## config.mk

```make
export PLATFORM = sky130hd
export DESIGN_NAME = risc_mc_sequencer
export DESIGN_NICKNAME = d
export VERILOG_FILES = /design/src/rtl/risc_pkg.sv /design/src/rtl/risc_op_classify.sv /design/src/rtl/risc_mc_sequencer.sv
export SDC_FILE = /design/constraint.sdc
export NUM_CORES = 1
export LEC_CHECK = 0
export ABC_AREA = 1
export CELL_PAD_IN_SITES_DETAIL_PLACEMENT = 0
export CELL_PAD_IN_SITES_GLOBAL_PLACEMENT = 1
export CORE_MARGIN = 2
export CORE_UTILIZATION = 35
export DETAILED_ROUTE_END_ITERATION = 8
export HOLD_SLACK_MARGIN = 0.05
export PLACE_DENSITY = 0.91
export SYNTH_ARGS = -nofsm -noshare
export SYNTH_HDL_FRONTEND = slang
export SYNTH_SLANG_ARGS = --single-unit
```

## constraint.sdc

```tcl
create_clock -name clk -period 2.35 [get_ports clk]
set_input_delay 0.5875 -clock clk [delete_from_list [all_inputs] [get_ports clk]]
set_output_delay 0.5875 -clock clk [all_outputs]
set_load 0.02 [all_outputs]
```

## src/rtl/risc_pkg.sv

```systemverilog
// Shared types for the multicycle sequencer: FSM states, opcode map,
// opcode classes and the bundle of datapath control strobes.
package risc_pkg;

  typedef enum logic [2:0] {
    FETCH,
    DECODE,
    EXEC,
    MEM,
    WB,
    HALT,
    ERROR
  } state_t;

  localparam logic [4:0] OP_ALU_LAST = 5'h0B;
  localparam logic [4:0] OP_ADDI     = 5'h0C;
  localparam logic [4:0] OP_LOAD     = 5'h0D;
  localparam logic [4:0] OP_STORE    = 5'h0E;
  localparam logic [4:0] OP_BEQ      = 5'h0F;
  localparam logic [4:0] OP_JMP      = 5'h10;
  localparam logic [4:0] OP_NOP      = 5'h11;
  localparam logic [4:0] OP_HALT     = 5'h1F;

  typedef enum logic [3:0] {
    CLS_ALU,
    CLS_ALUI,
    CLS_LOAD,
    CLS_STORE,
    CLS_BEQ,
    CLS_JMP,
    CLS_NOP,
    CLS_HALT,
    CLS_ILLEGAL
  } op_class_t;

  typedef struct packed {
    logic imem_req;
    logic IR_enable;
    logic PC_enable;
    logic reg_enable;
    logic mem_enable;
    logic reg_write;
    logic mem_write;
    logic load;
    logic ALU_src;
    logic branch;
    logic jump;
    logic immediate_signal;
    logic halted;
    logic bus_error;
  } ctrl_t;

endpackage

```

## src/rtl/risc_op_classify.sv

```systemverilog
// Combinational opcode-to-class map shared by the decode branch and the
// execute-phase output decode.
module risc_op_classify
  import risc_pkg::*;
(
  input  logic [4:0] opcode,
  output op_class_t  op_class
);

  always_comb begin
    op_class = CLS_ILLEGAL;
    if (opcode <= OP_ALU_LAST) begin
      op_class = CLS_ALU;
    end else begin
      case (opcode)
        OP_ADDI:  op_class = CLS_ALUI;
        OP_LOAD:  op_class = CLS_LOAD;
        OP_STORE: op_class = CLS_STORE;
        OP_BEQ:   op_class = CLS_BEQ;
        OP_JMP:   op_class = CLS_JMP;
        OP_NOP:   op_class = CLS_NOP;
        OP_HALT:  op_class = CLS_HALT;
        default:  op_class = CLS_ILLEGAL;
      endcase
    end
  end

endmodule

```

## src/rtl/risc_mc_sequencer.sv

```systemverilog
// Multicycle control FSM with memory ready handshakes, wait-state timeout,
// halt/error states. Optional perf counters: define RISC_SEQ_PERF_EN.
module risc_mc_sequencer
  import risc_pkg::*;
#(
  parameter int TIMEOUT      = 16,
  parameter bit ILLEGAL_HALT = 1'b0,
  parameter int PERF_W       = 16
) (
  input  logic clk,
  input  logic rst,
  input  logic [4:0] opcode,
  input  logic compare,
  input  logic imem_ready,
  input  logic dmem_ready,
  output logic imem_req,
  output logic IR_enable,
  output logic PC_enable,
  output logic reg_enable,
  output logic mem_enable,
  output logic reg_write,
  output logic mem_write,
  output logic load,
  output logic ALU_src,
  output logic branch,
  output logic jump,
  output logic immediate_signal,
  output logic halted,
  output logic bus_error,
  output logic illegal_op
`ifdef RISC_SEQ_PERF_EN
  ,
  output logic [PERF_W-1:0] instr_retired,
  output logic [PERF_W-1:0] stall_cycles
`endif
);

  localparam int WAIT_W = (TIMEOUT > 1) ? $clog2(TIMEOUT) : 1;

  state_t      state_reg, state_next;
  logic [4:0]  op_q;
  logic        illegal_q;
  logic [WAIT_W-1:0] wait_cnt_reg, wait_cnt_next;
  logic        wait_last;
  op_class_t   dec_cls, q_cls;
  ctrl_t       ctrl_d, ctrl;

  // The branch decision itself is taken in the datapath PC mux.
  logic unused_compare;
  assign unused_compare = compare;

  risc_op_classify u_dec_cls (.opcode(opcode), .op_class(dec_cls));
  risc_op_classify u_q_cls   (.opcode(op_q),   .op_class(q_cls));

  assign wait_last = (wait_cnt_reg == WAIT_W'(TIMEOUT - 1));

  always_ff @(posedge clk or negedge rst) begin
    if (!rst) begin
      state_reg    <= FETCH;
      op_q         <= '0;
      illegal_q    <= 1'b0;
      wait_cnt_reg <= '0;
    end else begin
      state_reg    <= state_next;
      wait_cnt_reg <= wait_cnt_next;
      illegal_q    <= (state_reg == DECODE) && (dec_cls == CLS_ILLEGAL);
      if (state_reg == DECODE) op_q <= opcode;
    end
  end

  always_comb begin
    state_next = state_reg;
    ctrl_d     = '0;
    case (state_reg)
      FETCH: begin
        ctrl_d.imem_req  = 1'b1;
        ctrl_d.IR_enable = 1'b1;
        if (imem_ready)     state_next = DECODE;
        else if (wait_last) state_next = ERROR;
      end
      DECODE: begin
        case (dec_cls)
          CLS_HALT:    state_next = HALT;
          CLS_ILLEGAL: state_next = ILLEGAL_HALT ? HALT : EXEC;
          default:     state_next = EXEC;
        endcase
      end
      EXEC: begin
        ctrl_d.ALU_src          = (q_cls == CLS_ALUI) || (q_cls == CLS_LOAD) || (q_cls == CLS_STORE);
        ctrl_d.immediate_signal = ctrl_d.ALU_src;
        case (q_cls)
          CLS_ALU, CLS_ALUI:   state_next = WB;
          CLS_LOAD, CLS_STORE: state_next = MEM;
          CLS_BEQ: begin
            ctrl_d.branch    = 1'b1;
            ctrl_d.PC_enable = 1'b1;
            state_next       = FETCH;
          end
          CLS_JMP: begin
            ctrl_d.jump      = 1'b1;
            ctrl_d.PC_enable = 1'b1;
            state_next       = FETCH;
          end
          default: begin
            ctrl_d.PC_enable = 1'b1;
            state_next       = FETCH;
          end
        endcase
      end
      MEM: begin
        ctrl_d.mem_enable = 1'b1;
        ctrl_d.load       = (q_cls == CLS_LOAD);
        ctrl_d.mem_write  = (q_cls == CLS_STORE);
        if (dmem_ready) begin
          // A STORE retires in its ready cycle, so only this strobe sees dmem_ready.
          ctrl_d.PC_enable = (q_cls == CLS_STORE);
          state_next       = (q_cls == CLS_LOAD) ? WB : FETCH;
        end else if (wait_last) begin
          state_next = ERROR;
        end
      end
      WB: begin
        ctrl_d.reg_enable = 1'b1;
        ctrl_d.reg_write  = 1'b1;
        ctrl_d.PC_enable  = 1'b1;
        ctrl_d.load       = (q_cls == CLS_LOAD);
        state_next        = FETCH;
      end
      HALT:    ctrl_d.halted    = 1'b1;
      ERROR:   ctrl_d.bus_error = 1'b1;
      default: state_next = FETCH;
    endcase
  end

  always_comb begin
    wait_cnt_next = '0;
    if (((state_reg == FETCH) || (state_reg == MEM)) && (state_next == state_reg))
      wait_cnt_next = wait_cnt_reg + 1'b1;
  end

  // Outputs forced low while reset is held so no strobe survives an abort.
  assign ctrl = rst ? ctrl_d : '0;

  assign imem_req         = ctrl.imem_req;
  assign IR_enable        = ctrl.IR_enable;
  assign PC_enable        = ctrl.PC_enable;
  assign reg_enable       = ctrl.reg_enable;
  assign mem_enable       = ctrl.mem_enable;
  assign reg_write        = ctrl.reg_write;
  assign mem_write        = ctrl.mem_write;
  assign load             = ctrl.load;
  assign ALU_src          = ctrl.ALU_src;
  assign branch           = ctrl.branch;
  assign jump             = ctrl.jump;
  assign immediate_signal = ctrl.immediate_signal;
  assign halted           = ctrl.halted;
  assign bus_error        = ctrl.bus_error;
  assign illegal_op       = rst & illegal_q;

`ifdef RISC_SEQ_PERF_EN
  logic [PERF_W-1:0] instr_retired_reg, stall_cycles_reg;
  logic              stall_now;

  assign stall_now = ((state_reg == FETCH) && !imem_ready) ||
                     ((state_reg == MEM) && !dmem_ready);

  always_ff @(posedge clk or negedge rst) begin
    if (!rst) begin
      instr_retired_reg <= '0;
      stall_cycles_reg  <= '0;
    end else begin
      if (ctrl_d.PC_enable && (instr_retired_reg != '1))
        instr_retired_reg <= instr_retired_reg + 1'b1;
      if (stall_now && (stall_cycles_reg != '1))
        stall_cycles_reg <= stall_cycles_reg + 1'b1;
    end
  end

  assign instr_retired = instr_retired_reg;
  assign stall_cycles  = stall_cycles_reg;
`else
  logic [PERF_W-1:0] unused_perf;
  assign unused_perf = '0;
`endif

endmodule

```

==> results of run 1 <==
[cell families after synthesis]
| family | after synthesis |
|---|---|
| AO/OA/AOI/OAI | 15 |
| XOR/XNOR | 2 |
| adder cells (fa/ha/maj) | 1 |
| buffers and inverters | 25 |
| flip-flops | 13 |
| AND/OR/NAND/NOR | 90 |
[metrics by stage]
stage | power [uW] | std cells | hold slack, ns | utilization [%]
floorplan | 964 | 146 | 0.292 | -
global placement | 1230 | 213 | 0.459 | 50.8
detailed placement | 1260 | 213 | 0.469 | 50.8
CTS | 1400 | 218 | 0.485 | 51.3
global route | 1560 | 218 | 0.299 | 52.8
finish | 1430 | 218 | 0.301 | 52.8
[per-layer routing]
metal	wire length, um	up-vias	global-route usage, %
li1	-	559	-
met1	1130	486	19.8
met2	1220	22	28.6
met3	111	2	1.53
met4	10	0	5.84
met5	0	-	0
[power by group]
group / total (uW) / switching [uW] / internal [uW]
registers: 399 / 95.5 / 304
clock network: 134 / 68.2 / 65.7
logic: 902 / 527 / 375
total: 1430 / 691 / 744
[final timing paths]
path / end / slack, ns / cells after the start
max: PC_enable / 0.07 / 6
min: state_reg[2]$_DFF_PN0_ / 0.30 / 2
max reg2reg: wait_cnt_reg[0]$_DFF_PN0_ / 0.71 / 10
min reg2reg: wait_cnt_reg[0]$_DFF_PN0_ / 0.49 / 1
max in group asynchronous: op_q[1]$_DFFE_PN0N_ / 1.89 / 2
min in group clk: wait_cnt_reg[0]$_DFF_PN0_ / 0.49 / 1
[placed cells by master, fill, tap and decap left out, drive strengths merged]
cell / synthesis / routed
clkdlybuf4s50: 0 / 7
a31o: 1 / 1
inv: 20 / 20
clkdlybuf4s15: 0 / 4
clkbuf: 0 / 4
nand2: 39 / 39
xnor2: 1 / 1
o2111ai: 1 / 1
o21ai: 7 / 7
o311ai: 1 / 1
nor4: 3 / 3
buf: 5 / 27
a31oi: 1 / 1
dlygate4sd2: 0 / 3
a21oi: 1 / 1
a211oi: 3 / 3
dfrtp: 13 / 13
dlymetal6s2s: 0 / 1
nor3: 7 / 7
nand3: 15 / 15
nand4: 2 / 2
nor3b: 1 / 1
nor2: 23 / 23
ha: 1 / 1
xor2: 1 / 1
[cell type report]
cell class	count	area [sq um]
Fill cell	288	1330
Multi-Input combinational cell	108	666
Timing Repair Buffer	42	348
Sequential cell	13	327
Inverter	20	75.1
Tap cell	31	38.8
Clock buffer	4	26.3
[what timing repair did]
| action | CTS | global route |
|---|---|---|
| gates resized for setup | 58 | 13 |
| pin swaps | 1 | 3 |
| setup endpoints to repair | 15 | 11 |
| buffers inserted | 1 | 0 |
| endpoints found under the hold margin | 0 | 0 |
==> out/qor.yml, run 1 <==
drt-total-wl_mm: 2.47
regToRegStartpoint: "state_reg[1]$_DFF_PN0_"
yosysTopAreaCellShare_pct: 30.7
ctsHoldBuffers: 0
drv_slew: 0
setup.worst_path.start: "dmem_ready"
cellLeakagePower_uw: 0.000728
layout.nets: 199
start_util_pct: 37.7
cts-root-buf: "clkbuf_4"
ys_async_sr_fraction_pct: 100
synth_edf_count: 0
area_growth_pct: 39.8
rsz0062_at_grt: "yes"
cts_max_path_buffers: 2
synth-simple-area-share_pct: 45.7
fmax_mhz: 439
peakVddDrop_v: 0.000467
io_pins: 25
gr-total-overflow: 0
ys_ff_latch: 13
fin_ws_ns: 0.0701
synth_compound_area_share_pct: 9.69
layout-drive-gt1-share_pct: 41.2
post-place-ws_ns: -0.448
max_stage_delay_ns: 0.48
dr.first_iter.drc_count: 16
wl_per_cell_um: 11.3
final_hold_viol_count: 0
grt_max_degree: 16
critical_path_buf_inv_count: 4
grt_pass1_wl_mm: 4.35
ant_nets: 0
antenna_found_initial: 0
start_kind: "primary input"
die_w_um: 59.0
largest_reg_flops: 5
dp_hpwl_mm: 2.09
syn_area_sq_mm: 0.00106
relSlewSlack_pct: 80.6
synth.avg_cell_area_sq_um: 7.25
crit_type: "primary input to output port"
synth_cells: 146
dr_total_vias: 1069
synth_top_family_by_area: "simple AND/OR/NAND/NOR gates"
endpoint_kind: "output port"
path_cells: "clkdlybuf4s50_1 -> inv_1 -> o311ai_1 -> nand2_1 -> inv_1 -> buf_2"
ys.flop_type: "dfrtp_1"
powerDensity_mw_per_mm2: 969
postPlaceCellArea_sq_mm: 0.00143
crit_top_cell: "inv_1"
rows: 19
dieArea_sq_mm: 0.00348
place.gp.congestion: 0.797
synth.most_common_cell: "nand2_1"
cp_max_fo: 2
clkLatencyLatePin_ns: 0.27
ctsHtreeMaxLevel: 1
drt_pre_antenna_iters: 4
post-route-period-util_pct: 97.0
syn-num-nets: 157
yosysWarningCount: 0
vias_per_cell: 4.90
yosys-top-cells-count: "nand2_1, nor2_1, nand3_1"
ys_types: 30
path_clk_slew_ns: 0.08
grt_pass1_vias: 1046
cts_buffers: 3
yosys.area.top_type: "dfrtp_1"
cts_sinks: 13
cts_tree: "done"
synth_xor_area_share_pct: 1.65
hp-class: "primary input to asynchronous set/reset pin"
cap_violations: 0
ys_seq_area_share_pct: 30.7
crit_family: "buffers and inverters"
status: "complete, no violations"
fin_area_sq_mm: 0.00148
portBuffers: 23
synth_mux_area_share_pct: 0
fin_tns_setup_ns: 0
arrival_ns: 1.69
required_ns: 1.76
clock_skew_ns: 0.00533
layout_min_cycle_time_ns: 2.28
slowest_stage: "clkdlybuf4s50_1"
setup_viol: 0
grt_usage_pct: 16.0
antenna_cells: 0
drc: 0
synthAdderAreaFrac_pct: 1.18
core_area_sq_mm: 0.00281
synthTopCellsByArea: "dfrtp_1, nand2_1, nand3_1, nor2_1, inv_1"
die_y_um: 59.0
worstMarginPinSlew_ns: 0.289
No activity file was read; power rests on OpenSTA's default activity.
==> run 2: changes to the inputs <==
==> constraint.sdc (replaced) <==
create_clock -name clk -period 2.35 [get_ports clk]
set_input_delay 0.47 -clock clk [delete_from_list [all_inputs] [get_ports clk]]
set_output_delay 0.47 -clock clk [all_outputs]
set_load 0.02 [all_outputs]
==> run 2 against run 1 <==
  * Critical path depth is 1 lower
  * Total power is 7.8% lower
  * Fmax is 2.3% higher
  * Final cell count is 3.2% lower
  * Sequential power is 4% lower
  * First-iteration DRC count grew to 2.6 times the previous value
  * Core utilization is 3.3 points lower
  * Worst hold slack better by 0.18 ns
  * Clock power is 7% higher
==> out/qor.yml, run 2 (synthesized netlist as in run 1, its figures left out) <==
grt_usage_pct: 16.0
grt_pass1_vias: 1016
final_hold_viol_count: 0
antenna_found_initial: 0
portBuffers: 23
ctsHtreeMaxLevel: 1
peakVddDrop_v: 0.000418
cts_max_path_buffers: 2
nFillCells: 283
postPlaceCellArea_sq_mm: 0.00138
drt-total-wl_mm: 2.47
antenna_cells: 0
wl_per_cell_um: 11.7
ant_nets: 0
layout_common_cells: "nand2_1, nor2_1, nand3_1"
ctsHoldBuffers: 0
drc: 0
relSlewSlack_pct: 82.0
gr-total-overflow: 0
rows: 19
die_y_um: 59.0
cellLeakagePower_uw: 0.000696
start_util_pct: 37.7
dr_total_vias: 1073
arrival_ns: 1.76
core_area_sq_mm: 0.00281
cts_buffers: 3
cts-root-buf: "clkbuf_4"
fmax_mhz: 449
setup_viol: 0
setup.worst_path.start: "rst"
start_kind: "primary input"
cts_tree: "done"
fin_area_sq_mm: 0.00139
vias_per_cell: 5.09
crit_type: "primary input to output port"
rr_worst_depth: 10
clock_skew_ns: 0.00519
grt_max_degree: 16
cap_violations: 0
rsz0062_at_grt: "no"
required_ns: 1.88
clkLatencyLatePin_ns: 0.28
reg2reg_slack_ns: 0.72
drt_pre_antenna_iters: 4
hp-class: "register to register"
cts_sinks: 13
die_w_um: 59.0
fin_tns_setup_ns: 0
cp_max_fo: 7
io_pins: 25
layout_commonest_cell: "nand2_1"
powerDensity_mw_per_mm2: 953
path_clk_slew_ns: 0.08
place.gp.congestion: 0.845
post_cts_buffers: 0
dr.first_iter.drc_count: 41
endpoint_kind: "output port"
regToRegEndpoint: "wait_cnt_reg[0]$_DFF_PN0_"
layout-drive-gt1-share_pct: 30.6
final_util_pct: 49.5
layout_min_cycle_time_ns: 2.23
crit_end: "load"
dieArea_sq_mm: 0.00348
regToRegStartpoint: "state_reg[1]$_DFF_PN0_"
dp_hpwl_mm: 2.03
worstMarginPinSlew_ns: 0.267
whs_path_depth: 1
area_growth_pct: 31.2
post-route-period-util_pct: 94.8
layout.nets: 192
largest_reg_flops: 5
status: "complete, no violations"
drv_slew: 0
grt_pass1_wl_mm: 4.24
## run 2: cell types whose count changed in the layout (fill, tap and decap cells not counted), moves of 2 or more
cell | previous run | this run
nor2_2 | 7 | 5
buf_4 | 21 | 11
nor2_1 | 11 | 15
nor2_4 | 5 | 3
buf_2 | 5 | 2
clkbuf_2 | 0 | 2
clkdlybuf4s15_2 | 4 | 1
dlygate4sd2_1 | 3 | 9
## run 2: per-stage QoR
stage	power [uW]	setup WS [ns]	cells	hold WS, ns
global placement	1170	-0.236	207	0.459
floorplan	958	0.0928	146	0.174
global route	1450	0.000459	211	0.491
finish	1320	0.122	211	0.482
CTS	1320	0.0179	211	0.483
detailed placement	1190	-0.257	207	0.472
## run 2: worst min path at each step
| stage | start | to | slack, ns |
|---|---|---|---|
| after CTS | wait_cnt_reg[0]$_DFF_PN0_ | wait_cnt_reg[0]$_DFF_PN0_ | 0.48 |
| final | wait_cnt_reg[0]$_DFF_PN0_ | wait_cnt_reg[0]$_DFF_PN0_ | 0.48 |
| after global routing | wait_cnt_reg[0]$_DFF_PN0_ | wait_cnt_reg[0]$_DFF_PN0_ | 0.49 |
| after floorplan | rst | illegal_q$_DFF_PN0_ | 0.17 |
| after global placement | wait_cnt_reg[0]$_DFF_PN0_ | wait_cnt_reg[0]$_DFF_PN0_ | 0.46 |
| after detailed placement | wait_cnt_reg[0]$_DFF_PN0_ | wait_cnt_reg[0]$_DFF_PN0_ | 0.47 |
## run 2: layer usage
metal	vias to the layer above	wire, um	GRT usage [%]
met5	-	0	0
li1	546	-	-
met2	24	1260	27.5
met4	0	37	6.49
met1	498	1090	19.5
met3	5	86	3.28
## run 2: layout make-up
cell class,count,area (sq um),share of cell area (%)
multi-input cells,108,629,45.3
flip-flops and latches,13,325,23.4
well taps,31,38.8,2.79
repair buffers,35,294,21.2
inverters,20,75.1,5.41
clock buffers,4,26.3,1.89
## run 2: power by group
| part | internal [uW] | total, uW | switching (uW) |
|---|---|---|---|
| clock | 65.9 | 143 | 76.9 |
| combinational | 307 | 798 | 491 |
| sequential | 302 | 383 | 80.7 |
| total | 675 | 1320 | 648 |
## run 2: repair_timing
| item | CTS | global route |
|---|---|---|
| gates resized for setup | 20 | 16 |
| gates cloned | 0 | 0 |
| setup endpoints to repair | 15 | 8 |
## run 2: critical path, cell delays in order
cell and delay, ns:
clkdlybuf4s50_1 0.50, inv_1 0.08, buf_4 0.17, a211oi_1 0.19
dlygate4sd2_1 0.36
